[src/rtl/mem_port_arbiter.sv]
// -----------------------------------------------------------------------------
// mem_port_arbiter
//
// Shares one single-ported, variable-latency memory between the instruction
// fetch requester and the data-access requester of the pipelined core.
// Each granted request is registered and held on the memory port until the
// memory answers (or the access is aborted after TIMEOUT cycles), then the
// owner gets a one-cycle ready pulse with its read data.
//
// Parameters
//   TIMEOUT      maximum cycles spent waiting on the memory (1..255)
//
// Ports
//   clk_i, rst_i                 clock, asynchronous active-low reset
//   if_valid_i / if_addr_i       fetch request (held until if_ready_o)
//   if_ready_o / if_rdata_o      fetch completion pulse / data (held between pulses)
//   dm_valid_i / dm_we_i / dm_addr_i / dm_wdata_i / dm_be_i
//                                data request (held until dm_ready_o)
//   dm_ready_o / dm_rdata_o      data completion pulse / data (held between pulses)
//   mem_req_o, mem_we_o, mem_addr_o, mem_wdata_o, mem_be_o
//                                registered memory request
//   mem_ready_i / mem_rdata_i    memory completion / read data
//   busy_o                       access in progress (REQ or RESP)
//   timeout_o                    sticky abort flag, cleared only by reset
// -----------------------------------------------------------------------------
module mem_port_arbiter #(
    parameter int unsigned TIMEOUT = 16
) (
    input  logic        clk_i,
    input  logic        rst_i,

    input  logic        if_valid_i,
    input  logic [31:0] if_addr_i,
    output logic        if_ready_o,
    output logic [31:0] if_rdata_o,

    input  logic        dm_valid_i,
    input  logic        dm_we_i,
    input  logic [31:0] dm_addr_i,
    input  logic [31:0] dm_wdata_i,
    input  logic [3:0]  dm_be_i,
    output logic        dm_ready_o,
    output logic [31:0] dm_rdata_o,

    output logic        mem_req_o,
    output logic        mem_we_o,
    output logic [31:0] mem_addr_o,
    output logic [31:0] mem_wdata_o,
    output logic [3:0]  mem_be_o,
    input  logic        mem_ready_i,
    input  logic [31:0] mem_rdata_i,

    output logic        busy_o,
    output logic        timeout_o
);

    typedef enum logic [1:0] {
        S_IDLE = 2'd0,
        S_REQ  = 2'd1,
        S_RESP = 2'd2
    } state_e;

    // Counter value on the last allowed wait cycle.
    localparam logic [7:0] CNT_LAST = 8'(TIMEOUT - 1);

    localparam logic OWN_IF = 1'b0;
    localparam logic OWN_DM = 1'b1;

    state_e      state_q, state_d;
    logic        own_q, own_d;
    logic [7:0]  cnt_q, cnt_d;
    logic        mem_we_q, mem_we_d;
    logic [31:0] mem_addr_q, mem_addr_d;
    logic [31:0] mem_wdata_q, mem_wdata_d;
    logic [3:0]  mem_be_q, mem_be_d;
    logic [31:0] if_rdata_q, if_rdata_d;
    logic [31:0] dm_rdata_q, dm_rdata_d;
    logic        timeout_q, timeout_d;

    // Arbitration candidates. In RESP the owner still holds valid high during
    // its own ready cycle, so its valid is masked to avoid a double grant.
    logic in_resp;
    logic dm_cand;
    logic if_cand;

    assign in_resp = (state_q == S_RESP);
    assign dm_cand = dm_valid_i && !(in_resp && own_q == OWN_DM);
    assign if_cand = if_valid_i && !(in_resp && own_q == OWN_IF);

    // ------------------------------------------------------------------------
    // Next-state and datapath
    // ------------------------------------------------------------------------
    always_comb begin
        state_d     = state_q;
        own_d       = own_q;
        cnt_d       = cnt_q;
        mem_we_d    = mem_we_q;
        mem_addr_d  = mem_addr_q;
        mem_wdata_d = mem_wdata_q;
        mem_be_d    = mem_be_q;
        if_rdata_d  = if_rdata_q;
        dm_rdata_d  = dm_rdata_q;
        timeout_d   = timeout_q;

        unique case (state_q)
            S_IDLE, S_RESP: begin
                // Data has priority; fetch waits at most one data access.
                if (dm_cand) begin
                    state_d     = S_REQ;
                    own_d       = OWN_DM;
                    cnt_d       = 8'd0;
                    mem_we_d    = dm_we_i;
                    mem_addr_d  = dm_addr_i;
                    mem_wdata_d = dm_wdata_i;
                    mem_be_d    = dm_be_i;
                end else if (if_cand) begin
                    state_d     = S_REQ;
                    own_d       = OWN_IF;
                    cnt_d       = 8'd0;
                    mem_we_d    = 1'b0;
                    mem_addr_d  = if_addr_i;
                    mem_wdata_d = 32'h0;
                    mem_be_d    = 4'hF;
                end else begin
                    state_d     = S_IDLE;
                end
            end

            S_REQ: begin
                cnt_d = cnt_q + 8'd1;
                // A completion on the final wait cycle still wins over abort.
                if (mem_ready_i) begin
                    state_d = S_RESP;
                    if (own_q == OWN_DM) dm_rdata_d = mem_rdata_i;
                    else                 if_rdata_d = mem_rdata_i;
                end else if (cnt_q == CNT_LAST) begin
                    state_d   = S_RESP;
                    timeout_d = 1'b1;
                    if (own_q == OWN_DM) dm_rdata_d = 32'h0;
                    else                 if_rdata_d = 32'h0;
                end
            end

            default: begin
                state_d = S_IDLE;
            end
        endcase
    end

    // ------------------------------------------------------------------------
    // State registers
    // ------------------------------------------------------------------------
    always_ff @(posedge clk_i or negedge rst_i) begin
        if (!rst_i) begin
            state_q     <= S_IDLE;
            own_q       <= OWN_IF;
            cnt_q       <= 8'd0;
            mem_we_q    <= 1'b0;
            mem_addr_q  <= 32'h0;
            mem_wdata_q <= 32'h0;
            mem_be_q    <= 4'h0;
            if_rdata_q  <= 32'h0;
            dm_rdata_q  <= 32'h0;
            timeout_q   <= 1'b0;
        end else begin
            state_q     <= state_d;
            own_q       <= own_d;
            cnt_q       <= cnt_d;
            mem_we_q    <= mem_we_d;
            mem_addr_q  <= mem_addr_d;
            mem_wdata_q <= mem_wdata_d;
            mem_be_q    <= mem_be_d;
            if_rdata_q  <= if_rdata_d;
            dm_rdata_q  <= dm_rdata_d;
            timeout_q   <= timeout_d;
        end
    end

    // ------------------------------------------------------------------------
    // Outputs: decoded from registered state, so mem_req_o and the ready
    // pulses drop together with the asynchronous reset.
    // ------------------------------------------------------------------------
    assign mem_req_o   = (state_q == S_REQ);
    assign busy_o      = (state_q != S_IDLE);
    assign if_ready_o  = in_resp && (own_q == OWN_IF);
    assign dm_ready_o  = in_resp && (own_q == OWN_DM);
    assign if_rdata_o  = if_rdata_q;
    assign dm_rdata_o  = dm_rdata_q;
    assign mem_we_o    = mem_we_q;
    assign mem_addr_o  = mem_addr_q;
    assign mem_wdata_o = mem_wdata_q;
    assign mem_be_o    = mem_be_q;
    assign timeout_o   = timeout_q;

endmodule

[config.mk]
export PLATFORM = sky130hd
export DESIGN_NAME = mem_port_arbiter
export DESIGN_NICKNAME = d
export VERILOG_FILES = /design/src/rtl/mem_port_arbiter.sv
export SDC_FILE = /design/constraint.sdc
export NUM_CORES = 1
export LEC_CHECK = 0
export CAP_MARGIN = 20
export CORE_MARGIN = 8
export CORE_UTILIZATION = 37
export DETAILED_ROUTE_END_ITERATION = 8
export PLACE_DENSITY = 0.76
export SLEW_MARGIN = 30
export SYNTH_ARGS = -nofsm -noshare
export SYNTH_HDL_FRONTEND = slang
export SYNTH_SLANG_ARGS = --single-unit
[constraint.sdc]
create_clock -name clk_i -period 1.69 [get_ports clk_i]
set_input_delay 0.2535 -clock clk_i [delete_from_list [all_inputs] [get_ports clk_i]]
set_output_delay 0.2535 -clock clk_i [all_outputs]
set_load 0.02 [all_outputs]
# Word level (Yosys, flattened, before mapping)
# Cells that the tools add are included.
# op_classes
muxes	25
eq_ne	5
reduce_logical	17
add_sub_neg	1
bitwise_logic	2
# ops
operator	n
32-bit two-way mux	12
8-bit two-way mux	2
8-bit case mux with 2 select lines	1
3-bit AND reduction	3
8-bit by 1-bit adder with 8-bit output (second input constant)	1
8-bit by 4-bit equality test with 1-bit output (second input constant)	1
4-bit two-way mux	2
2-bit nonzero test	4
1-bit two-way mux	5
1-bit logical AND	4
2-bit two-way mux	2
2-bit case mux with 2 select lines	1
2-bit AND reduction	2
3-bit by 1-bit inequality test with 1-bit output (second input constant)	1
3-bit inequality test (second input constant)	1
2-bit by 1-bit equality test with 1-bit output (second input constant)	1
2-bit equality test (second input constant)	1
1-bit zero test	2
2-bit zero test	1
1-bit inverter	2
2-bit OR reduction	1
# totals
in_bits	138
wordCells	60
ff_bits	145

# Longest topological paths before layout
# Gate-level depths: netlist of the first run.
# logic_depth
depth_word	7
ltp_mapped	7

# Worst setup path after synthesis of the first run
# Ideal clock, no wire load.
# synth_path
kind	reg-to-reg
startpoint	register cnt_q[5]
endpoint	register dm_rdata_q[10], in the netlist dm_rdata_o[10]
t_required_ns	1.569
setup_ns	0.121
path_slack_ns	0.019
stages_incl_launch_ff	6
arrival_time_ns	1.550
n_path_buf	1
cell_sequence	dfrtp_1 -> or4_4 -> o21bai_4 -> nand3_4 -> buf_6 -> a22o_1
# synth_via
elab_chain_len	3
# synth_rtl
element	line_no	rtl
from (decl)	71	logic [7:0] cnt_q, cnt_d;
from (signal assigned)	168	cnt_q <= cnt_d;
8-bit by 4-bit equality test with 1-bit output	136	end else if (cnt_q == CNT_LAST) begin
2-bit nonzero test (no line)	-	
3-bit AND reduction (no line)	-	
to (signal assigned)	174	dm_rdata_q <= dm_rdata_d;
to (decl)	77	logic [31:0] dm_rdata_q, dm_rdata_d;
# Every way passes these cells.
# A chain may end at the register's enable or synchronous reset.

# Worst setup path in the final report of the first run
# layout_path
startpoint	register cnt_q[5]
endpoint	register if_rdata_q[5], in the netlist if_rdata_o[5]
# layout_via
elab_chain_len	3
# layout_rtl
element	line_no	rtl
8-bit by 4-bit equality test with 1-bit output	136	
2-bit nonzero test (no line)	-	
3-bit AND reduction (no line)	-	
to (signal assigned)	173	if_rdata_q <= if_rdata_d;
to (decl)	76	logic [31:0] if_rdata_q, if_rdata_d;
# Every way passes these cells.

==> flow_summary.ini, run 1 <==
[final_layout]
synthToLayoutAreaGrowth_pct = 68.9
final_cell_mix = clkdlybuf4s50_1 (157), dfrtp_1 (144), nand2_1 (108)
post-route-util = 0.630
final_common_cell = clkdlybuf4s50_1
fin_nets = 947
antennaDiodeCount = 0
drive_gt1_frac = 0.107
nFillCells = 1185
instances_no_fill = 1037

[timing]
setup_ws_ps = -25.7
hold_violations = 0
rsz0062_at_grt = true
skew_ps = 7.64
slew_viol_final = 0
fin_hold_ws_ps = 323
slew_headroom = 0.660
finalCritPeriodShare = 1.02
fmax_mhz = 583
worst_pin_slew_ps = 505
finalSetupViolCount = 30
final.min_clock_period_ps = 1720

[synth]
yosysSeqAreaShare = 0.619
yosys_warnings = 0
synth_top_area_frac = 0.619
synth.area.top_cells = dfrtp_1 (62%), a22o_1 (9.6%), nand2_1 (6.9%), o21ai_0 (6.5%), mux2i_1 (5.5%)
synth_ff_type = dfrtp_1
syn_nets = 652
synth_edf_count = 0
netlist_instances = 513
synthesis.area_um2 = 5860
yosys.area.top_type = dfrtp_1
synth.ff_latch_count = 145
synth_cell_types = 38
async_flop_share = 1.00
syn_avg_cell_area_um2 = 11.4

[clock_network]
numCtsBuffers = 17
htree_levels = 4
numClockSinks = 145
cts_buffer_depth = 2
cts_tree = yes
cts-root-buf = clkbuf_16
clk_latency_ps = 420
clk_pin_slew_ps = 60

[critical_path]
crit_slowest_cell = or4_4
end_kind = register
arrival_ps = 2020
path_buf_inv = 1
worstSetupPathType = reg2reg
start_kind = register
path_delay_family = simple AND/OR/NAND/NOR gates
rr_worst_depth = 5
critPathMaxStageDelay_ps = 550
required_ps = 1990
cp_cell_sequence = or4_4 -> o21bai_4 -> nand2_2 -> buf_12 -> a22o_1
cp_max_fo = 24
crit_cells = 5

[pwr]
p_leak_nw = 5.53
p_per_area_nw_per_um2 = 1850
ir_drop_uv = 805
finalPower_mw = 18.3

[floorplanning]
chipHeight_um = 142
pin_count = 276
die_x_um = 142
die-area_um2 = 20100
core_area_um2 = 15700
row_count = 46
initial_core_util = 0.373

[placed_design]
dp.cells = 999
dp_hpwl_um = 14400
gp_congestion = 0.836
portBuffers = 275

[detailed_routing]
wl_um = 19100
drtIter0Drc = 315
vias_per_cell = 4.93
vias = 5111
drc = 0
ant_nets = 0
first_pass_iters = 4
wl_per_cell_um = 18.4

[global_routing]
first_global_vias = 5532
antenna_found_initial = 0
grt_max_degree = 47
globalRouteOverflowTotal = 0
gr-usage-met3 = 0.0961
grt_usage = 0.189
grt-busiest-layer = met2
grt_first_pass_wirelength_um = 29500
gr-usage-met2 = 0.300
use_met1 = 0.212

[worst_hold_path]
hold_class = in2async

[job]
max-cap-violations = 0

[run_status]
violations = negative setup slack
status = complete, but fails checks
-- stage by stage --
| step | setup TNS, ps | area (um2) | setup WS, ps |
|---|---|---|---|
| 2_1_floorplan | 0 | 5860 | 19.0 |
| 3_3_place_gp | -9760 | 9070 | -171 |
| 3_5_place_dp | -16560 | 9070 | -285 |
| 4_1_cts | -429 | 9650 | -27.0 |
| 5_1_grt | -3130 | 9910 | -79.9 |
| 6_report | -225 | 9910 | -25.7 |
-- metal layers --
layer | wire length (um) | vias to the layer above | share of wire
met5 | 0 | - | 0
met4 | 435 | 0 | 0.023
met3 | 2110 | 25 | 0.11
met2 | 9020 | 231 | 0.47
met1 | 7500 | 2450 | 0.39
li1 | - | 2405 | -
-- worst paths after layout --
kind / startpoint / endpoint / slack (ps)
setup reg to reg: cnt_q[5] / if_rdata_o[5] / -30
min in group clk_i: dm_wdata_i[10] / mem_wdata_o[10] / 380
max in group asynchronous: rst_i / mem_addr_o[19] / 780
hold / removal: rst_i / dm_rdata_o[22] / 320
hold reg to reg: timeout_o / timeout_o / 460
setup / recovery: cnt_q[5] / if_rdata_o[5] / -30
-- sequential cells by signal (all words and copies together), names as in the netlist --
register and flops:
cnt_q 8, mem_we_o 1, mem_addr_o 32, dm_rdata_o 32, state_q 2, own_q 1
mem_wdata_o 32, if_rdata_o 32, mem_be_o 4, timeout_o 1
-- kinds of logic (layout without fill, tap and decap cells) --
logic type,after synthesis,count (layout),synth area share
mux,33,33,0.0565
flops,145,145,0.619
buf+inv,40,348,0.0388
simple gates,140,140,0.100
xor+xnor,1,1,0.00149
fa+ha+maj,1,1,0.00213
compound gates,153,153,0.182
-- cell type report --
class	count	area, um2	area share
Sequential cell	145	3630	0.366
Timing Repair Buffer	314	3360	0.340
Multi-Input combinational cell	328	2040	0.206
Clock buffer	17	425	0.0429
Tap cell	216	270	0.0273
Clock inverter	15	163	0.0164
Inverter	2	10.0	0.00101
-- report_power, final --
| group | leakage, nW | internal, mW | total (mW) | switching (mW) |
|---|---|---|---|---|
| clock network | 0.289 | 2.10 | 3.75 | 1.65 |
| logic | 3.40 | 3.97 | 8.58 | 4.61 |
| registers | 1.83 | 5.06 | 5.99 | 0.932 |
| total | 5.53 | 11.1 | 18.3 | 7.19 |
-- worst reg2reg max path: cells and delay by family (launching register included) --
kind	cells	cell delay, ps
compound gates	2	390
simple gates	2	650
flops	1	380
buf+inv	1	170
-- repair_timing --
action / CTS / global route
endpoints found under the hold margin: 43 / 0
buffers inserted: 1 / 4
endpoints found under the setup margin: 92 / 152
hold buffers: 1 / 0
resized for setup: 40 / 87
-- synthesized netlist by cell type (all sizes together) (2+ instances only) --
| cell type | instances |
|---|---|
| nand2b | 2 |
| nor3 | 2 |
| a22o | 64 |
| inv | 2 |
| mux2i | 32 |
| clkbuf | 14 |
| nor2 | 10 |
| o221ai | 2 |
| buf | 24 |
| o21ai | 76 |
| a21boi | 2 |
| and3 | 2 |
| o21a | 2 |
| nand2 | 109 |
| a21o | 2 |
| nand3 | 5 |
| and2 | 4 |
| dfrtp | 145 |
Note: power is estimated with default switching activity, not from simulation.
==> run 2: changes to the inputs <==
- CELL_PAD_IN_SITES_DETAIL_PLACEMENT: not set -> 1
- CELL_PAD_IN_SITES_GLOBAL_PLACEMENT: not set -> 1
- CORE_UTILIZATION: 37 -> 28
- PLACE_DENSITY: 0.76 -> not set
- PLACE_DENSITY_LB_ADDON: not set -> 0.1
==> run 2 against run 1 <==
Compared with the run above:
- sequential power is essentially flat
- routed wire length grew 12%
- cell area grew 1.1%
- via count grew 0.94%
- register-to-register slack lost 70 ps
- highest routed layer unchanged
- die area grew 28%
- count of clock-buffer cells in the layout is the same
- total power grew 0.29%
- core utilization shrank 15 points
- largest power group unchanged
- the run still ends with negative setup slack left
==> flow_summary.ini, run 2 (synthesis gave the netlist of run 1 again) <==
[global_routing]
grt_first_pass_wirelength_um = 33100
grt_max_degree = 58
antenna_found_initial = 0
globalRouteOverflowTotal = 0
grt_usage = 0.162
first_global_vias = 5871

[critical_path]
end_kind = register
required_ps = 1990
start_kind = register
worstSetupPathType = reg2reg
arrival_ps = 2090
cp_max_fo = 10
rr_worst_depth = 5

[timing]
worst_pin_slew_ps = 381
slew_viol_final = 0
hold_violations = 0
finalCritPeriodShare = 1.06
slew_headroom = 0.744
setup_ws_ps = -100
rsz0062_at_grt = true
finalSetupViolCount = 64
final.min_clock_period_ps = 1790
fmax_mhz = 559
skew_ps = 9.03
fin_hold_ws_ps = 301

[detailed_routing]
wl_per_cell_um = 19.4
vias = 5159
first_pass_iters = 4
drc = 0
vias_per_cell = 4.69
ant_nets = 0
wl_um = 21400
drtIter0Drc = 220

[final_layout]
nFillCells = 2243
drive_gt1_frac = 0.114
multi_input_area_um2 = 2040
final_common_cell = clkdlybuf4s50_1
synthToLayoutAreaGrowth_pct = 70.8
seq_area_um2 = 3630
antennaDiodeCount = 0
instances_no_fill = 1101
design_area_um2 = 10000
fin_nets = 952
post-route-util = 0.481
final_cell_mix = clkdlybuf4s50_1 (169), dfrtp_1 (143), nand2_1 (107)

[clock_network]
clk_latency_ps = 420
clk_pin_slew_ps = 60
numCtsBuffers = 17
cts_buffer_depth = 2
htree_levels = 4
cts_tree = yes
cts-root-buf = clkbuf_16
numClockSinks = 145

[placed_design]
placed_area_um2 = 9160
dp_hpwl_um = 15700
gp_congestion = 0.757
dp.cells = 1059
portBuffers = 275

[run_status]
status = complete, but fails checks
violations = negative setup slack

[floorplanning]
core_area_um2 = 20800
pin_count = 276
die-area_um2 = 25800
initial_core_util = 0.282
chipHeight_um = 161
die_x_um = 161
row_count = 53

[worst_hold_path]
hold_class = in2async

[pwr]
p_leak_nw = 5.42
p_per_area_nw_per_um2 = 1830
ir_drop_uv = 715

[job]
max-cap-violations = 0
-- run 2: cell count changes in the layout (fill, tap and decap cells not counted), moves of 2 or more --
cell / change
dlymetal6s2s_1: -12
buf_6: -2
buf_2: +2
nand2b_1: +2
clkdlybuf4s50_1: +12
clkinvlp_4: +4
buf_4: +2
clkbuf_16: +4
inv_6: -2
-- run 2: cell type report --
cell class / instances / share of cell area
clock inverters: 15 / 0.0147
inverters: 2 / 0.000749
multi-input cells: 328 / 0.204
well taps: 275 / 0.0343
repair buffers: 319 / 0.341
clock buffers: 17 / 0.0425
flip-flops and latches: 145 / 0.362
-- run 2: power breakdown --
part           switching [mW]  internal [mW]
registers               0.934           5.06
clock network            1.61           2.07
logic                    4.71           3.99
-- run 2: per-layer routing --
metal / GRT usage / up-vias / share of wire
met5: 0 / - / 0
met4: 0.0492 / 0 / 0.017
met3: 0.0699 / 25 / 0.087
met2: 0.281 / 190 / 0.51
met1: 0.178 / 2539 / 0.39
li1: - / 2405 / -
-- run 2: worst max-delay path, cell delays in order, from the launching register on --
cell       delay, ps
dfrtp_1          380
or4_4            570
o21bai_4         210
nand2_4          140
clkbuf_16        200
a22o_1           190
-- run 2: what timing repair did --
action | 4_1_cts | 5_1_grt
endpoints found under the hold margin | 34 | 0
gates cloned | 0 | 4
setup buffers | 0 | 5
pin swaps | 0 | 2
resized for setup | 44 | 79
setup endpoints to repair | 98 | 142
hold buffers | 1 | 0
-- run 2: worst paths after layout --
| kind | endpoint | slack [ps] | startpoint |
|---|---|---|---|
| max in group asynchronous | mem_addr_o[11] | 750 | rst_i |
| min in group clk_i | mem_wdata_o[10] | 390 | dm_wdata_i[10] |
| hold / removal | if_rdata_o[17] | 300 | rst_i |
| setup reg to reg | if_rdata_o[8] | -100 | cnt_q[5] |
| setup / recovery | if_rdata_o[8] | -100 | cnt_q[5] |
| hold reg to reg | mem_addr_o[6] | 480 | mem_addr_o[6] |
-- run 2: metrics by stage --
stage | setup TNS, ps | setup slack (ps) | total power [mW]
floorplan | 0 | 19.0 | 10.2
global placement | -7650 | -116 | 15.0
detailed placement | -11960 | -213 | 15.2
CTS | -3650 | -74.7 | 18.7
global route | -7940 | -141 | 19.6
finish | -4470 | -100 | 18.4
==> run 3: changes to the inputs <==
- ABC_AREA: not set -> 1
- CORE_UTILIZATION: 28 -> 27
==> run 3 against run 2 <==
Compared with the run above:
- the run now ends clean
- sequential power down 3%
- combinational power grew 7.6%
- worst setup slack improved by 130 ps
- clock skew increased by 0.67 ps
- register-to-register slack gained 280 ps
- non-clock buffer count shrank 14
- sequential share of layout area fell by 1.1 points
- critical path type is now reg2out
- largest power group unchanged
- highest routed layer unchanged
==> flow_summary.ini, run 3 <==
[synth]
synth_cell_types = 23
syn_nets = 904
synth.ff_latch_count = 145
synth_edf_count = 0
yosys.area.top_type = dfrtp_1
synth_common_cells = nand2_1 (403), dfrtp_1 (145), nand4_1 (64)
yosysMostFrequentCell = nand2_1
syn_avg_cell_area_um2 = 8.22
async_flop_share = 1.00
yosys_warnings = 0
netlist_instances = 765
synthesis.area_um2 = 6290
synth.area.top_cells = dfrtp_1 (58%), nand2_1 (24%), nand4_1 (6.4%), nand3_1 (3.9%), buf_2 (2.1%)
synth_top_area_frac = 0.577
synth_ff_type = dfrtp_1
yosysSeqAreaShare = 0.577

[global_routing]
globalRouteOverflowTotal = 0
grt_max_degree = 66
first_global_vias = 6386
grt_usage = 0.167
grt_first_pass_wirelength_um = 37200
antenna_found_initial = 0

[timing]
slew_headroom = 0.708
rsz0062_at_grt = false
fmax_mhz = 604
setup_ws_ps = 33.8
finalCritPeriodShare = 0.980
worst_pin_slew_ps = 438
slew_viol_final = 0
finalSetupViolCount = 0
final.min_clock_period_ps = 1660
skew_ps = 9.70
hold_violations = 0
setup_tns_ps = 0

[floorplanning]
core_area_um2 = 23200
chipHeight_um = 169
initial_core_util = 0.271
row_count = 56
pin_count = 276
die-area_um2 = 28400
die_x_um = 169

[pwr]
p_per_area_nw_per_um2 = 1860
ir_drop_uv = 785
p_leak_nw = 5.87
finalPower_mw = 19.2

[clock_network]
numCtsBuffers = 17
clk_latency_ps = 420
clk_pin_slew_ps = 70
htree_levels = 4
cts-root-buf = clkbuf_16
numClockSinks = 145
cts_buffer_depth = 2
cts_tree = yes

[critical_path]
arrival_ps = 1400
required_ps = 1440
crit_slowest_cell = clkdlybuf4s50_1
end_kind = output pin
cp_max_fo = 2
path_delay_family = buffers and inverters
r2r_slack_ps = 180
worstSetupPathType = reg2out
cp_cell_sequence = clkdlybuf4s50_1
path_buf_inv = 1
start_kind = register
critPathMaxStageDelay_ps = 640

[placed_design]
pre_cts_ws_ps = 68.0
dp_hpwl_um = 16800
portBuffers = 275
gp_congestion = 0.736
dp.cells = 1335

[detailed_routing]
vias = 6087
wl_per_cell_um = 17.3
drtIter0Drc = 301
ant_nets = 0
drc = 0
first_pass_iters = 4
vias_per_cell = 4.45
wl_um = 23600

[job]
max-cap-violations = 0

[final_layout]
drive_gt1_frac = 0.0744
final_cell_mix = nand2_1 (403), clkdlybuf4s50_1 (177), dfrtp_1 (144)
final_common_cell = nand2_1
antennaDiodeCount = 0
instances_no_fill = 1367
synthToLayoutAreaGrowth_pct = 64.0
fin_nets = 1175

[worst_hold_path]
hold_class = in2async

[run_status]
status = completed
==> run 3: cell count changes in the layout (fill, tap and decap cells not counted), sizes merged, moves of 4 or more <==
| cell | delta |
|---|---|
| clkdlybuf4s50 | +8 |
| nand2 | +296 |
| nor2 | +15 |
| inv | +6 |
| nand4 | +63 |
| o21ai | -72 |
| mux2i | -32 |
| a22o | -64 |
| and2 | -4 |
| buf | -9 |
| nand3 | +44 |
| dlygate4sd2 | -6 |
==> run 3: where the power goes <==
| part | internal (mW) | switching [mW] |
|---|---|---|
| logic | 3.81 | 5.55 |
| registers | 5.02 | 0.822 |
| clock network | 2.39 | 1.62 |
==> run 3: layer usage <==
metal,vias to the layer above,global-route usage,routed length [um]
met2,161,0.269,11400
met1,2920,0.207,10400
met4,0,0.0497,300
li1,2988,-,-
met5,-,0,0
met3,18,0.0582,1600
==> run 3: logic make-up after synthesis <==
| family | synth area share |
|---|---|
| XOR/XNOR | 0.00279 |
| flip-flops | 0.577 |
| AO/OA/AOI/OAI | 0.00995 |
| AND/OR/NAND/NOR | 0.362 |
| adder cells (fa/ha/maj) | 0.00199 |
| buffers and inverters | 0.0460 |
==> run 3: final cells by class <==
class                           instances  area (um2)
Timing Repair Buffer                  305        3250
Clock buffer                           18         439
Inverter                               10        37.5
Sequential cell                       145        3630
Multi-Input combinational cell        557        2380
Fill cell                            2711       12900
Clock inverter                         13         175
Tap cell                              319         399
==> run 3: timing repair <==
action,4_1_cts,5_1_grt
pin swaps,0,0
setup endpoints to repair,28,69
hold endpoints to repair,27,0
gates resized for setup,39,70
hold buffers,1,0
buffers inserted,0,0
==> run 3: path summary, 6_finish.rpt <==
kind	startpoint	endpoint	cells after the start
setup / recovery	if_rdata_o[5]	if_rdata_o[5]	1
hold / removal	rst_i	mem_wdata_o[4]	2
setup reg to reg	cnt_q[1]	dm_rdata_o[28]	7
hold reg to reg	mem_wdata_o[7]	mem_wdata_o[7]	2
max in group asynchronous	rst_i	if_rdata_o[15]	3
min in group clk_i	mem_ready_i	if_rdata_o[8]	4
==> run 3: through the flow <==
stage / hold WS, ps / instance area [um2] / util
2_1_floorplan: -42.1 / 6290 / -
4_1_cts: 289 / 10100 / 0.438
3_5_place_dp: 178 / 9560 / 0.412
6_report: 290 / 10300 / 0.445
5_1_grt: 313 / 10300 / 0.445
3_3_place_gp: 172 / 9560 / 0.412
